### src/rtl/tpm_loc_pkg.sv
// tpm_loc_pkg: shared types, widths and helper functions for the TPM locality arbiter.
`default_nettype none

package tpm_loc_pkg;

  localparam int         LOC_W    = 3;
  localparam logic [7:0] LOC_NONE = 8'h00;

  typedef enum logic [1:0] {
    S_IDLE   = 2'd0,
    S_ACTIVE = 2'd1,
    S_DRAIN  = 2'd2
  } state_t;

  function automatic logic [7:0] loc_onehot(input logic [LOC_W-1:0] idx);
    return 8'h01 << idx;
  endfunction

endpackage

`default_nettype wire

### src/rtl/tpm_loc_prio_enc.sv
// tpm_loc_prio_enc: finds the highest set bit of an N-bit vector.
`default_nettype none

module tpm_loc_prio_enc
  import tpm_loc_pkg::*;
#(
  parameter int N = 5
) (
  input  logic [N-1:0]     vec,
  output logic             valid,
  output logic [LOC_W-1:0] idx
);

  always_comb begin
    idx = '0;
    for (int i = 0; i < N; i++) begin
      if (vec[i]) idx = LOC_W'(i);
    end
  end

  assign valid = |vec;

endmodule

`default_nettype wire

### src/rtl/tpm_locality_arbiter.sv
// tpm_locality_arbiter: decides which TPM locality owns the register space and CRB.
// Seize support is built only when TPM_LOC_SEIZE_EN is defined.
`default_nettype none

module tpm_locality_arbiter
  import tpm_loc_pkg::*;
#(
  parameter int NUM_LOC = 5
) (
  input  logic               clock,
  input  logic               reset_n,
  input  logic [NUM_LOC-1:0] req_use,
  input  logic [NUM_LOC-1:0] relinquish,
  input  logic [NUM_LOC-1:0] seize,
  input  logic [NUM_LOC-1:0] clear_seized,
  input  logic               busy,
  output logic               active_valid,
  output logic [LOC_W-1:0]   active_loc,
  output logic [7:0]         locality_out,
  output logic [NUM_LOC-1:0] pending,
  output logic [NUM_LOC-1:0] been_seized,
  output logic               grant_pulse
);

  state_t             state_q, state_d;
  logic [LOC_W-1:0]   own_q, own_d;
  logic [NUM_LOC-1:0] pend_q, pend_d;
  logic [NUM_LOC-1:0] pend_avail;
  logic               pend_v;
  logic [LOC_W-1:0]   pend_idx;
  logic               rel_own;
  logic               handover;
  logic               tgt_v;
  logic [LOC_W-1:0]   tgt_idx;
  logic               seized_handover;
  logic               sz_cand_v;
  logic [LOC_W-1:0]   sz_cand_idx;
  logic               rel_seen_eff;

  // A request cancelled in the same cycle must not be granted.
  assign pend_avail = pend_q & ~relinquish;

  tpm_loc_prio_enc #(.N(NUM_LOC)) u_pend_enc (
    .vec   (pend_avail),
    .valid (pend_v),
    .idx   (pend_idx)
  );

`ifdef TPM_LOC_SEIZE_EN
  logic [NUM_LOC-1:0] sz_vec;
  logic               sz_v;
  logic [LOC_W-1:0]   sz_idx;
  logic               sz_lat_v;
  logic [LOC_W-1:0]   sz_lat_idx;
  logic               rel_seen_q;
  logic [NUM_LOC-1:0] been_q;

  always_comb begin
    sz_vec = '0;
    for (int i = 0; i < NUM_LOC; i++) begin
      sz_vec[i] = seize[i] && (state_q != S_IDLE) && (LOC_W'(i) > own_q);
    end
  end

  tpm_loc_prio_enc #(.N(NUM_LOC)) u_seize_enc (
    .vec   (sz_vec),
    .valid (sz_v),
    .idx   (sz_idx)
  );

  always_comb begin
    sz_cand_v   = sz_lat_v;
    sz_cand_idx = sz_lat_idx;
    if (sz_v && (!sz_lat_v || sz_idx > sz_lat_idx)) begin
      sz_cand_v   = 1'b1;
      sz_cand_idx = sz_idx;
    end
  end

  assign rel_seen_eff = rel_seen_q | rel_own;

  always_ff @(posedge clock) begin
    if (!reset_n) begin
      sz_lat_v   <= 1'b0;
      sz_lat_idx <= '0;
      rel_seen_q <= 1'b0;
      been_q     <= '0;
    end else begin
      if (handover || state_d != S_DRAIN) begin
        sz_lat_v   <= 1'b0;
        sz_lat_idx <= '0;
        rel_seen_q <= 1'b0;
      end else begin
        sz_lat_v   <= sz_cand_v;
        sz_lat_idx <= sz_cand_idx;
        rel_seen_q <= rel_seen_eff;
      end
      // A seize in the same cycle as a clear leaves the bit set.
      for (int i = 0; i < NUM_LOC; i++) begin
        if (seized_handover && own_q == LOC_W'(i)) been_q[i] <= 1'b1;
        else if (clear_seized[i])                  been_q[i] <= 1'b0;
      end
    end
  end

  assign been_seized = been_q;
`else
  logic unused_seize;
  assign unused_seize = ^{seize, clear_seized};
  assign sz_cand_v    = 1'b0;
  assign sz_cand_idx  = '0;
  assign rel_seen_eff = 1'b0;
  assign been_seized  = '0;
`endif

  always_comb begin
    state_d         = state_q;
    own_d           = own_q;
    pend_d          = pend_q;
    rel_own         = 1'b0;
    handover        = 1'b0;
    tgt_v           = 1'b0;
    tgt_idx         = '0;
    seized_handover = 1'b0;

    for (int i = 0; i < NUM_LOC; i++) begin
      if ((state_q != S_IDLE) && (own_q == LOC_W'(i))) begin
        rel_own = rel_own | relinquish[i];
      end else if (relinquish[i]) begin
        pend_d[i] = 1'b0;
      end else if (req_use[i]) begin
        pend_d[i] = 1'b1;
      end
    end

    case (state_q)
      S_IDLE:   handover = pend_v;
      S_ACTIVE: begin
        if (rel_own || sz_cand_v) begin
          if (busy) state_d  = S_DRAIN;
          else      handover = 1'b1;
        end
      end
      S_DRAIN:  handover = !busy;
      default:  state_d = S_IDLE;
    endcase

    if (handover) begin
      if (sz_cand_v) begin
        tgt_v           = 1'b1;
        tgt_idx         = sz_cand_idx;
        seized_handover = !rel_seen_eff;
      end else if (pend_v) begin
        tgt_v   = 1'b1;
        tgt_idx = pend_idx;
      end
      state_d = tgt_v ? S_ACTIVE : S_IDLE;
      own_d   = tgt_idx;
      for (int i = 0; i < NUM_LOC; i++) begin
        if (tgt_v && tgt_idx == LOC_W'(i)) pend_d[i] = 1'b0;
      end
    end
  end

  // Status outputs trail the ownership register by one cycle.
  always_ff @(posedge clock) begin
    if (!reset_n) begin
      state_q      <= S_IDLE;
      own_q        <= '0;
      pend_q       <= '0;
      active_valid <= 1'b0;
      active_loc   <= '0;
      locality_out <= LOC_NONE;
      grant_pulse  <= 1'b0;
    end else begin
      state_q      <= state_d;
      own_q        <= own_d;
      pend_q       <= pend_d;
      active_valid <= (state_q != S_IDLE);
      active_loc   <= own_q;
      locality_out <= (state_q != S_IDLE) ? loc_onehot(own_q) : LOC_NONE;
      grant_pulse  <= ((state_q != S_IDLE) != active_valid) || (own_q != active_loc);
    end
  end

  assign pending = pend_q;

endmodule

`default_nettype wire

### config.mk
export PLATFORM = sky130hd
export DESIGN_NAME = tpm_locality_arbiter
export DESIGN_NICKNAME = d
export VERILOG_FILES = /design/src/rtl/tpm_loc_pkg.sv /design/src/rtl/tpm_loc_prio_enc.sv /design/src/rtl/tpm_locality_arbiter.sv
export SDC_FILE = /design/constraint.sdc
export NUM_CORES = 1
export LEC_CHECK = 0
export CAP_MARGIN = 20
export CORE_MARGIN = 2
export CORE_UTILIZATION = 69
export CTS_BUF_LIST = sky130_fd_sc_hd__clkbuf_2 sky130_fd_sc_hd__clkbuf_4 sky130_fd_sc_hd__clkbuf_8
export DETAILED_ROUTE_END_ITERATION = 12
export DONT_BUFFER_PORTS = 1
export GPL_ROUTABILITY_DRIVEN = 0
export PLACE_DENSITY_LB_ADDON = 0.3
export SLEW_MARGIN = 5
export SYNTH_ARGS = -nofsm -noshare
export SYNTH_HDL_FRONTEND = slang
export SYNTH_SLANG_ARGS = --single-unit
### constraint.sdc
create_clock -name clock -period 3.2 [get_ports clock]
set_input_delay 0.64 -clock clock [delete_from_list [all_inputs] [get_ports clock]]
set_output_delay 0.64 -clock clock [all_outputs]
set_load 0.005 [all_outputs]
==> metrics.txt, run 1 <==
grt total ovfl=0; fin crit share=58.0%; DRC Markers=0; Rows=14; gate count of the mapped netlist=119; Synth Area in XOR/XNOR=3.15%; CP max stage delay=570 ps; first-pass GRT wire length=3390 um; port bufs=0; placed cell count=130; Slew Viols, Final=0; Async SR Flop Fraction=0%; clk slew on worst S/H paths=120 ps; main combinational cell family by area after synthesis=simple AND/OR/NAND/NOR gates; dpl hpwl=1520 um; status=completed; largest net degree at the start of global routing=19; Psw=0.134 mW; Crit. End Element=flip-flop; kind of critical path=reg -> reg; postcts setup bufs=0; share of synthesized cell area in full adder, half adder and majority cells=0.900%; HP Class=in -> reg; Ports=46; 1st-iter DRT viols=29; max frequency=539 MHz; Pleak=0.479 nW; CTS tree=yes; Final Non-Filler Cells=134; post-synthesis cell type count=39; dominant synthesized flop cell=dfxtp_1; setup TNS=0 ps; post-CTS resize count=0; post-synthesis sequential area ratio=41.4%; area occupied by multi-input gates=583 sq um; Post-Syn Area per Cell=9.35 sq um; # clock sinks=23; total core area=1510 sq um; Root Driver=clkbuf_4; Detailed Route WL=2060 um; final number of setup-violating endpoints=0; area of the mapped netlist=1110 sq um; via density per instance=6.11; Final Critical Period=1860 ps; clock latency on the worst-skew pair=300 ps; die height=44.2 um; Combinational Power Share=14.4%; Data arrival, critical path=2060 ps; Seq pwr share=60.7%; worst vdd ir=0.310 mV; antenna violations before repair=0; CP required=3400 ps; Clock Tree Buf Depth=2; Synth Area in Compound Gates=15.3%; Setup crit start kind=flip-flop; PnR Total Power=0.514 mW; P_int=0.380 mW; worst clock skew=1.88 ps; antenna-violating nets left=0; synthesized flop and latch total=23; mux contribution to synthesized area=5.62%; Worst Path Max Fanout=9; via count=819; ANT cells=0; Max Cap Viol=0; fraction of layout cells with a size suffix above 1=11.9%; worst path cell trace=mux4_2 > nand2_1 > o221ai_4 > mux2_4; simple-gate share of the synthesized area=25.8%; area of the die=1950 sq um; Worst path slowest cell=mux4_2; fillers=118; Sw Share=26.1%; Initial Util=73.8%; Global Route Usage Sum=23.7%; Fin Hold WS=452 ps; Routed wire per std cell=15.4 um; hold_buf cts=0; final net count=142; Die Wd=44.2 um; Post-synth EDFFs=0; Synth warnings=0; number of global-route vias before repair=775; Initial DRT Pass Iterations=4; Layout Utilization=73.9%; Fin. Hold Viols=0; htree depth=1; Clk pwr share=24.9%; pwr dens=462 nW/um^2; RSZ-0062 raised after global routing=false; total CTS buffers=3; FF/Latch Area=460 sq um; synthesis-to-layout area growth=0.113%
## cells in the mapped netlist, types with 2 or more instances
cell type	n	area share, %
dfxtp_1	23	41
nand2_1	12	4.0
nor2b_1	8	4.5
and2_1	7	3.9
nor2_1	7	2.4
a21oi_1	6	2.7
buf_4	5	3.4
inv_1	5	1.7
nor3_1	5	2.2
nand2b_1	4	2.2
o221ai_1	4	3.1
xor2_1	3	2.4
a21o_1	2	1.3
clkbuf_1	2	0.68
mux2_4	2	2.7
## per-layer routing
metal / routed length, um / global-route usage (%)
met1: 859 / 30.4
met2: 1010 / 37.1
met3: 175 / 6.94
met4: 18 / 10.3
met5: 0 / 0
## final timing paths
path / from / to / slack [ps] / depth (start not counted)
setup / recovery: own_q[1]$_SDFFE_PN0P_ / own_q[0]$_SDFFE_PN0P_ / 1340 / 4
hold reg to reg: pending[1]$_SDFF_PN0_ / pending[1]$_SDFF_PN0_ / 580 / 2
hold / removal: reset_n / state_q[0]$_SDFFE_PN0P_ / 450 / 1
setup reg to reg: own_q[1]$_SDFFE_PN0P_ / own_q[0]$_SDFFE_PN0P_ / 1340 / 4
## power by group through the flow
stage          combinational [mW]  sequential, mW  clock [mW]
2_1_floorplan              0.0724           0.313           0
6_report                   0.0740           0.312       0.128
5_1_grt                    0.0821           0.313       0.146
3_3_place_gp               0.0709           0.317           0
4_1_cts                    0.0735           0.311       0.131
3_5_place_dp               0.0730           0.318           0
## cell type report
| cell class | instances | share of cell area, % |
|---|---|---|
| multi-input cells | 85 | 52.4 |
| flip-flops and latches | 23 | 41.3 |
| well taps | 16 | 1.80 |
| inverters | 6 | 2.02 |
| clock inverters | 1 | 0.449 |
| clock buffers | 3 | 2.02 |
## worst max-delay path, delay by kind of cell, from the launching register on
| kind | cells | cell delay (ps) |
|---|---|---|
| AO/OA/AOI/OAI | 1 | 180 |
| flip-flops | 1 | 550 |
| AND/OR/NAND/NOR | 1 | 110 |
| multiplexers | 2 | 910 |
## state kept, by name (all words and copies together), names as in the netlist
signal	flops
state_q	2
active_valid	1
grant_pulse	1
locality_out	8
active_loc	3
pending	5
own_q	3
## cells in the final DEF (no fill, tap or decap), types with 2 or more instances in the layout
cell type,instances
nand2b_1,4
nor2b_1,8
inv_1,5
a21o_1,2
a21oi_1,6
o221ai_1,4
nor3_1,5
dfxtp_1,23
nand2_1,12
and2_1,7
nor2_1,7
mux2_4,2
xor2_1,3
conb_1,5
clkbuf_4,3
## cell families after synthesis
family / count (synthesis)
buffers and inverters: 15
AND/OR/NAND/NOR: 52
adder cells (fa/ha/maj): 1
multiplexers: 4
AO/OA/AOI/OAI: 19
other: 1
XOR/XNOR: 4
flip-flops: 23
## through the flow
step / area [sq um] / worst slack (ps)
floorplan: 1130 / 1410
global placement: 1090 / 1290
detailed placement: 1090 / 1230
CTS: 1110 / 1360
global route: 1110 / 1260
finish: 1110 / 1340
(Power assumes the default switching activity.)
==> run 2: changes to the inputs <==
--- a/config.mk
+++ b/config.mk
@@ -5,9 +5,10 @@
 export SDC_FILE = /design/constraint.sdc
 export NUM_CORES = 1
 export LEC_CHECK = 0
+export ABC_AREA = 1
 export CAP_MARGIN = 20
 export CORE_MARGIN = 2
-export CORE_UTILIZATION = 69
+export CORE_UTILIZATION = 64
 export CTS_BUF_LIST = sky130_fd_sc_hd__clkbuf_2 sky130_fd_sc_hd__clkbuf_4 sky130_fd_sc_hd__clkbuf_8
 export DETAILED_ROUTE_END_ITERATION = 12
 export DONT_BUFFER_PORTS = 1
==> constraint.sdc (replaced) <==
create_clock -name clock -period 1.8 [get_ports clock]
set_input_delay 0.36 -clock clock [delete_from_list [all_inputs] [get_ports clock]]
set_output_delay 0.36 -clock clock [all_outputs]
set_load 0.005 [all_outputs]
==> run 2 against run 1 <==
Net effect:
- core utilization shrank 5.1 points
- total power is 78% higher
- critical path type unchanged
- sequential power rose by 73%
- first-iteration DRC count increased by 10%
- worst setup slack lost 1100 ps
- design area is 4.4% higher
- register-to-register slack got worse by 1100 ps
- combinational power grew 80%
- hold slack worse by 300 ps
- highest routed layer unchanged
==> metrics.txt, run 2 <==
Clock Tree Buf Depth=2 (unchanged); Crit. End Element=flip-flop; Synth area leader=dfxtp_1; Root Driver=clkbuf_4; largest net degree at the start of global routing=15 (-4); Die Wd=46.1 um (+4.3%); P_int=0.661 mW (+74%); gate count of the mapped netlist=151 (+27%); grt total ovfl=0 (unchanged); fin crit share=87.4% (+29 points); Psw=0.253 mW (+89%); Global Route Usage Sum=21.1% (-2.6 points); synth top area cells=dfxtp_1 41%, inv_1 8.6%, nand2_1 8.0%; final number of setup-violating endpoints=0 (unchanged); post-synthesis sequential area ratio=40.7% (-0.73 points); pwr dens=786 nW/um^2 (+70%); Post-synth EDFFs=0 (unchanged); Setup crit start kind=flip-flop; area of the mapped netlist=1130 sq um (+1.8%); max reg flops=8 (unchanged); Final Critical Period=1570 ps (-283 ps); DRC Markers=0 (unchanged); Sw Share=27.7% (+1.6 points); synthesis-to-layout area growth=2.65%; status=completed; CP required=2030 ps (-1370 ps); RSZ-0062 raised after global routing=false; die height=46.1 um (+4.3%); Initial Util=67.0% (-6.8 points); setup TNS=0 ps (unchanged); Seq pwr share=59.2% (-1.5 points); PnR Total Power=0.914 mW (+78%); Layout Utilization=68.8% (-5.1 points); kind of critical path=reg -> reg; final net count=177 (+25%); Pleak=0.570 nW (+19%); 1st-iter DRT viols=32 (+10%); max frequency=636 MHz (+18%); Clk pwr share=26.3% (+1.4 points); Final Non-Filler Cells=170 (+27%); antenna violations before repair=0 (unchanged); Detailed Route WL=2060 um (about the same); ANT cells=0 (unchanged); htree depth=1 (unchanged); post-placement cell area=1130 sq um (+4.3%); total CTS buffers=3 (unchanged); HP Class=in -> reg; commonest non-fill, non-tap cell in the layout=inv_1; clk slew on worst S/H paths=120 ps (about the same); worst vdd ir=0.665 mV (+110%); first-pass GRT wire length=3150 um (-7.3%); hold_buf cts=0 (unchanged); Routed wire per std cell=12.1 um (-21%); dpl hpwl=1620 um (+6.0%); fraction of layout cells with a size suffix above 1=15.7% (+3.8 points); Worst Path Max Fanout=13 (+4); Max Cap Viol=0 (unchanged); clock latency on the worst-skew pair=320 ps (+20 ps); post-synthesis cell type count=28 (-28%); worst clock skew=5.34 ps (+3.46 ps); dominant synthesized flop cell=dfxtp_1; Initial DRT Pass Iterations=4 (unchanged); via density per instance=5.32 (-13%); post-route cell area=1160 sq um (+4.4%); post-CTS resize count=0 (unchanged); Combinational Power Share=14.5% (about the same); synthesized flop and latch total=23 (unchanged); Post-Syn Area per Cell=7.50 sq um (-20%); via count=905 (+11%); post-synth top area share=40.7% (-0.73 points); area of the die=2120 sq um (+8.8%); Slew Viols, Final=0 (unchanged); # clock sinks=23 (unchanged); Synth warnings=0 (unchanged); postcts setup bufs=0 (unchanged); total core area=1690 sq um (+12%); antenna-violating nets left=0 (unchanged); Synth top cells by count=26 x inv_1, 24 x nand2_1, 23 x dfxtp_1; number of global-route vias before repair=783 (+1.0%); Async SR Flop Fraction=0% (unchanged); port bufs=0 (unchanged); Fin. Hold Viols=0 (unchanged); Data arrival, critical path=1800 ps (-260 ps); Rows=15 (+1); CTS tree=yes; most numerous cell in the Yosys netlist=inv_1; Reg with most FFs=locality_out; placed cell count=166 (+28%); Ports=46 (unchanged); most frequent cells in the layout=26 x inv_1, 24 x nand2_1, 23 x dfxtp_1, 19 x nor2_1, 11 x nand3_1
## run 2: cell count changes in the layout (fill, tap and decap cells not counted), moves of 4 or more
| cell | previous run | this run |
|---|---|---|
| nor2_1 | 7 | 19 |
| nor2b_1 | 8 | 0 |
| o221ai_1 | 4 | 0 |
| nand3_1 | 1 | 11 |
| nand2_1 | 12 | 24 |
| nand2b_1 | 4 | 0 |
| inv_1 | 5 | 26 |
| and2_1 | 7 | 0 |
## run 2: worst max-delay path, cell delays in order, from the launching register on
cell	delay [ps]
dfxtp_1	390
nor2_1	260
nand4_1	140
nand2_1	80
inv_1	60
nand2_2	70
nand3_2	60
nand3_2	80
buf_12	140
nand3_1	80
nand2_1	70
inv_1	30
## run 2: power by group through the flow
stage                     Combinational [mW]  Clock [mW]  Sequential, mW
after detailed placement               0.132           0           0.553
after global placement                 0.128           0           0.552
after CTS                              0.133       0.251           0.542
final                                  0.133       0.240           0.541
after floorplan                        0.117           0           0.549
after global routing                   0.149       0.268           0.544
## run 2: logic make-up after synthesis
group	Yosys count	share of synthesized area (%)
compound gates	20	12.6
xor+xnor	4	3.09
other cells	1	0.331
simple gates	67	28.1
buf+inv	36	15.2
flops	23	40.7
## run 2: stage by stage
stage                     setup WS, ps  hold WS [ps]
after global routing              54.0           161
final                              227           149
after detailed placement           248           484
after global placement             284           480
after CTS                          227           141
after floorplan                    360           501
## run 2: path summary, 6_finish.rpt
kind / from / to / slack, ps / depth (start not counted)
worst min register to register: own_q[0]$_SDFFE_PN0P_ / locality_out[5]$_SDFF_PN0_ / 570 / 2
worst max register to register: own_q[0]$_SDFFE_PN0P_ / pending[1]$_SDFF_PN0_ / 230 / 11
worst max-delay path: own_q[0]$_SDFFE_PN0P_ / pending[1]$_SDFF_PN0_ / 230 / 11
worst min-delay path: reset_n / grant_pulse$_SDFF_PN0_ / 150 / 2
## run 2: final cells by class
| cell class | instances | area (sq um) |
|---|---|---|
| clock buffers | 3 | 22.5 |
| clock inverters | 1 | 7.51 |
| fillers | 141 | 527 |
| inverters | 27 | 101 |
| multi-input cells | 96 | 514 |
| flip-flops and latches | 23 | 460 |
| well taps | 17 | 21.3 |
| repair buffers | 3 | 35.0 |
## run 2: layer usage
layer  global-route usage (%)  up-vias  routed length [um]
li1                         -      470                   -
met1                     23.6      397                 848
met2                     36.9       33                1060
met3                     4.31        5                 117
met4                     11.4        0                  40
met5                        0        -                   0
==> run 3: changes to the inputs <==
--- a/config.mk
+++ b/config.mk
@@ -17,4 +17,5 @@
 export SLEW_MARGIN = 5
 export SYNTH_ARGS = -nofsm -noshare
 export SYNTH_HDL_FRONTEND = slang
+export SYNTH_HIERARCHICAL = 1
 export SYNTH_SLANG_ARGS = --single-unit
==> run 3 against run 2 <==
Net effect:
- clock skew fell by 1.2 ps
- register-to-register slack got worse by 70 ps
- sequential share of layout area decreased by 1.4 points
- count of clock-buffer cells in the layout increased by 1
- combinational power barely moved
- critical path depth fell by 2
- worst setup slack got worse by 74 ps
- largest power group unchanged
==> metrics.txt, run 3 <==
hold_buf cts=0 (unchanged); DRC Markers=0 (unchanged); post-synthesis sequential area ratio=38.0% (-2.7 points); Post-Syn Area per Cell=7.35 sq um (-2.0%); worst hold endpoint=active_loc[0]$_SDFF_PN0_; mux contribution to synthesized area=0% (unchanged); hold depth=2 (unchanged); CP required=2020 ps (about the same); antenna violations before repair=0 (unchanged); Async SR Flop Fraction=0% (unchanged); Root Driver=clkbuf_4; hold_sp=reset_n; status=completed; max frequency=607 MHz (-4.5%); Seq pwr share=58.6% (-0.6 points); Setup crit start kind=flip-flop; Clk pwr share=27.1% (+0.8 points); post-synth top area share=38.0% (-2.7 points); worst clock skew=4.10 ps (-1.24 ps); first-pass GRT wire length=3460 um (+9.9%); setup ws final=152 ps (-74.1 ps); # clock sinks=23 (unchanged); PnR Total Power=0.937 mW (+2.5%); die height=47.5 um (+3.2%); reg2reg start=pending[3]$_SDFF_PN0_; area occupied by multi-input gates=582 sq um (+13%); CTS tree=yes; Placement Setup Slack=177 ps (-71.1 ps); Synth Area in XOR/XNOR=0.722% (-2.4 points); ANT cells=0 (unchanged); dpl hpwl=1720 um (+6.6%); Worst path slowest cell=dfxtp_1; Pleak=0.580 nW (+1.7%); max reg flops=8 (unchanged); share of synthesized cell area in full adder, half adder and majority cells=0% (unchanged); Sw Share=28.0% (+0.27 points); setup TNS=0 ps (unchanged); clk slew on worst S/H paths=120 ps (about the same); Synth top cells by count=30 x nand2_1, 25 x nor2_1, 24 x inv_1; final number of setup-violating endpoints=0 (unchanged); Crit. End Element=flip-flop; Global Route Usage Sum=22.1% (+0.95 points); total core area=1750 sq um (+3.3%); Ports=46 (unchanged); area of the die=2260 sq um (+6.5%); R2R Setup Slk=150 ps (-70 ps); Synth area leader=dfxtp_1; postcts setup bufs=0 (unchanged); synthesized flop and latch total=23 (unchanged); placed cell count=185 (+11%); Psw=0.262 mW (+3.5%); gate count of the mapped netlist=165 (+9.3%); most numerous cell in the Yosys netlist=nand2_1; Fin. Hold Viols=0 (unchanged); Die Wd=47.5 um (+3.2%); htree depth=1 (unchanged); commonest non-fill, non-tap cell in the layout=nand2_1; R2R depth=9 (-2); RSZ-0062 raised after global routing=false; Routed wire per std cell=11.6 um (-4.2%); Detailed Route WL=2200 um (+6.5%); Post-synth EDFFs=0 (unchanged); 1st-iter DRT viols=22 (-31%); synthesis-to-layout area growth=-0.103%; post-synthesis cell type count=30 (+7.1%); Rows=15 (unchanged); P_int=0.675 mW (+2.2%); Initial Util=69.5% (+2.4 points); HP Class=in -> reg; FF/Latch Area=463 sq um (+0.54%); area of the mapped netlist=1210 sq um (+7.1%); Initial DRT Pass Iterations=4 (unchanged); Final Critical Period=1650 ps (+74.1 ps); worst vdd ir=0.677 mV (+1.8%); kind of critical path=reg -> reg; fraction of layout cells with a size suffix above 1=17.7% (+2.0 points); final net count=188 (+6.2%); Clock Tree Buf Depth=2 (unchanged); port bufs=0 (unchanged); Final Non-Filler Cells=189 (+11%); fillers=148 (+5.0%); antenna-violating nets left=0 (unchanged); synth top area cells=dfxtp_1 38%, nand2_1 9.3%, nor2_1 7.7%; worst path cell trace=inv_1 > nor2_1 > nor2_1 > nand3b_1 > nand2_1 > nor2_1 > nand3_2 > nand2_1 > inv_1; via count=957 (+5.7%); grt total ovfl=0 (unchanged); main combinational cell family by area after synthesis=simple AND/OR/NAND/NOR gates; CP max stage delay=400 ps (about the same); fin crit share=91.5% (+4.1 points); Synth Area in Compound Gates=10.2% (-2.4 points); Data arrival, critical path=1870 ps (+70 ps); Synth warnings=6 (+6); total CTS buffers=3 (unchanged); largest net degree at the start of global routing=14 (-1); Worst Path Max Fanout=6 (-7); dominant synthesized flop cell=dfxtp_1; most used cell, CP=nor2_1; most frequent cells in the layout=30 x nand2_1, 25 x nor2_1, 24 x inv_1, 21 x dfxtp_1, 8 x nand3_1; simple-gate share of the synthesized area=35.5% (+7.4 points); Slew Viols, Final=0 (unchanged); Max Cap Viol=0 (unchanged); number of global-route vias before repair=883 (+13%); reg-to-reg endpoint=pending[3]$_SDFF_PN0_; clock latency on the worst-skew pair=310 ps (about the same); Reg with most FFs=locality_out; Combinational Power Share=14.4% (about the same); via density per instance=5.06 (-4.9%); pwr dens=774 nW/um^2 (-1.6%)
[run 3: cell count changes after synthesis, moves of 2 or more]
| cell | previous run | this run |
|---|---|---|
| nand2_1 | 24 | 30 |
| nor2_1 | 19 | 25 |
| nand3_1 | 11 | 8 |
| nand3_2 | 2 | 5 |
| xor2_1 | 3 | 0 |
| inv_1 | 26 | 24 |
| nor3_1 | 2 | 4 |
| o21ai_2 | 3 | 1 |
| or2_2 | 0 | 2 |
[run 3: how the worst max path moves through the flow]
stage | from | to | slack [ps] | depth (start not counted)
floorplan | pending[4]$_SDFF_PN0_ | pending[2]$_SDFF_PN0_ | 350 | 10
global placement | own_q[0]$_SDFFE_PN0N_ | pending[3]$_SDFF_PN0_ | 210 | 11
detailed placement | own_q[0]$_SDFFE_PN0N_ | pending[3]$_SDFF_PN0_ | 180 | 11
CTS | own_q[0]$_SDFFE_PN0N_ | pending[3]$_SDFF_PN0_ | 160 | 11
global route | pending[3]$_SDFF_PN0_ | pending[3]$_SDFF_PN0_ | 3 | 9
finish | pending[3]$_SDFF_PN0_ | pending[3]$_SDFF_PN0_ | 150 | 9
[run 3: repair_timing]
| item | CTS | global route |
|---|---|---|
| gates resized for setup | 0 | 2 |
| endpoints found under the hold margin | 0 | 0 |
| endpoints found under the setup margin | 0 | 3 |
[run 3: cell families after synthesis]
kind of cell / after synthesis
and+or+nand+nor: 85
buffers and inverters: 36
DFF: 23
AOI/OAI and AO/OA: 19
xor gates and xnor gates: 1
other: 1
[run 3: metal layers]
metal	GRT usage [%]	wire length [um]
met1	26.3	972
met3	6.42	121
met4	11.1	27
met5	0	0
met2	35.9	1070
[run 3: layout make-up]
cell class | instances | share of cell area [%]
Clock buffer | 4 | 2.48
Multi-Input combinational cell | 110 | 48.0
Timing Repair Buffer | 1 | 0.620
Inverter | 26 | 8.06
Sequential cell | 23 | 38.2
Tap cell | 25 | 2.58
[run 3: critical path, delay by kind of cell, from the launching register on]
kind                   cells  cell delay (ps)
DFF                        1              400
and+or+nand+nor            7             1080
buffers and inverters      2              100
[run 3: per-stage QoR]
stage | hold WS, ps | area [sq um] | util, %
2_1_floorplan | 458 | 1230 | -
3_3_place_gp | 464 | 1180 | 67.5
3_5_place_dp | 466 | 1180 | 67.5
4_1_cts | 150 | 1210 | 69.2
5_1_grt | 150 | 1210 | 69.4
6_report | 143 | 1210 | 69.4
[run 3: power by group through the flow]
stage / clock network, mW / registers, mW / logic [mW]
finish: 0.254 / 0.549 / 0.134
global route: 0.269 / 0.553 / 0.151
CTS: 0.251 / 0.548 / 0.134
detailed placement: 0 / 0.560 / 0.134
global placement: 0 / 0.559 / 0.129
floorplan: 0 / 0.551 / 0.147
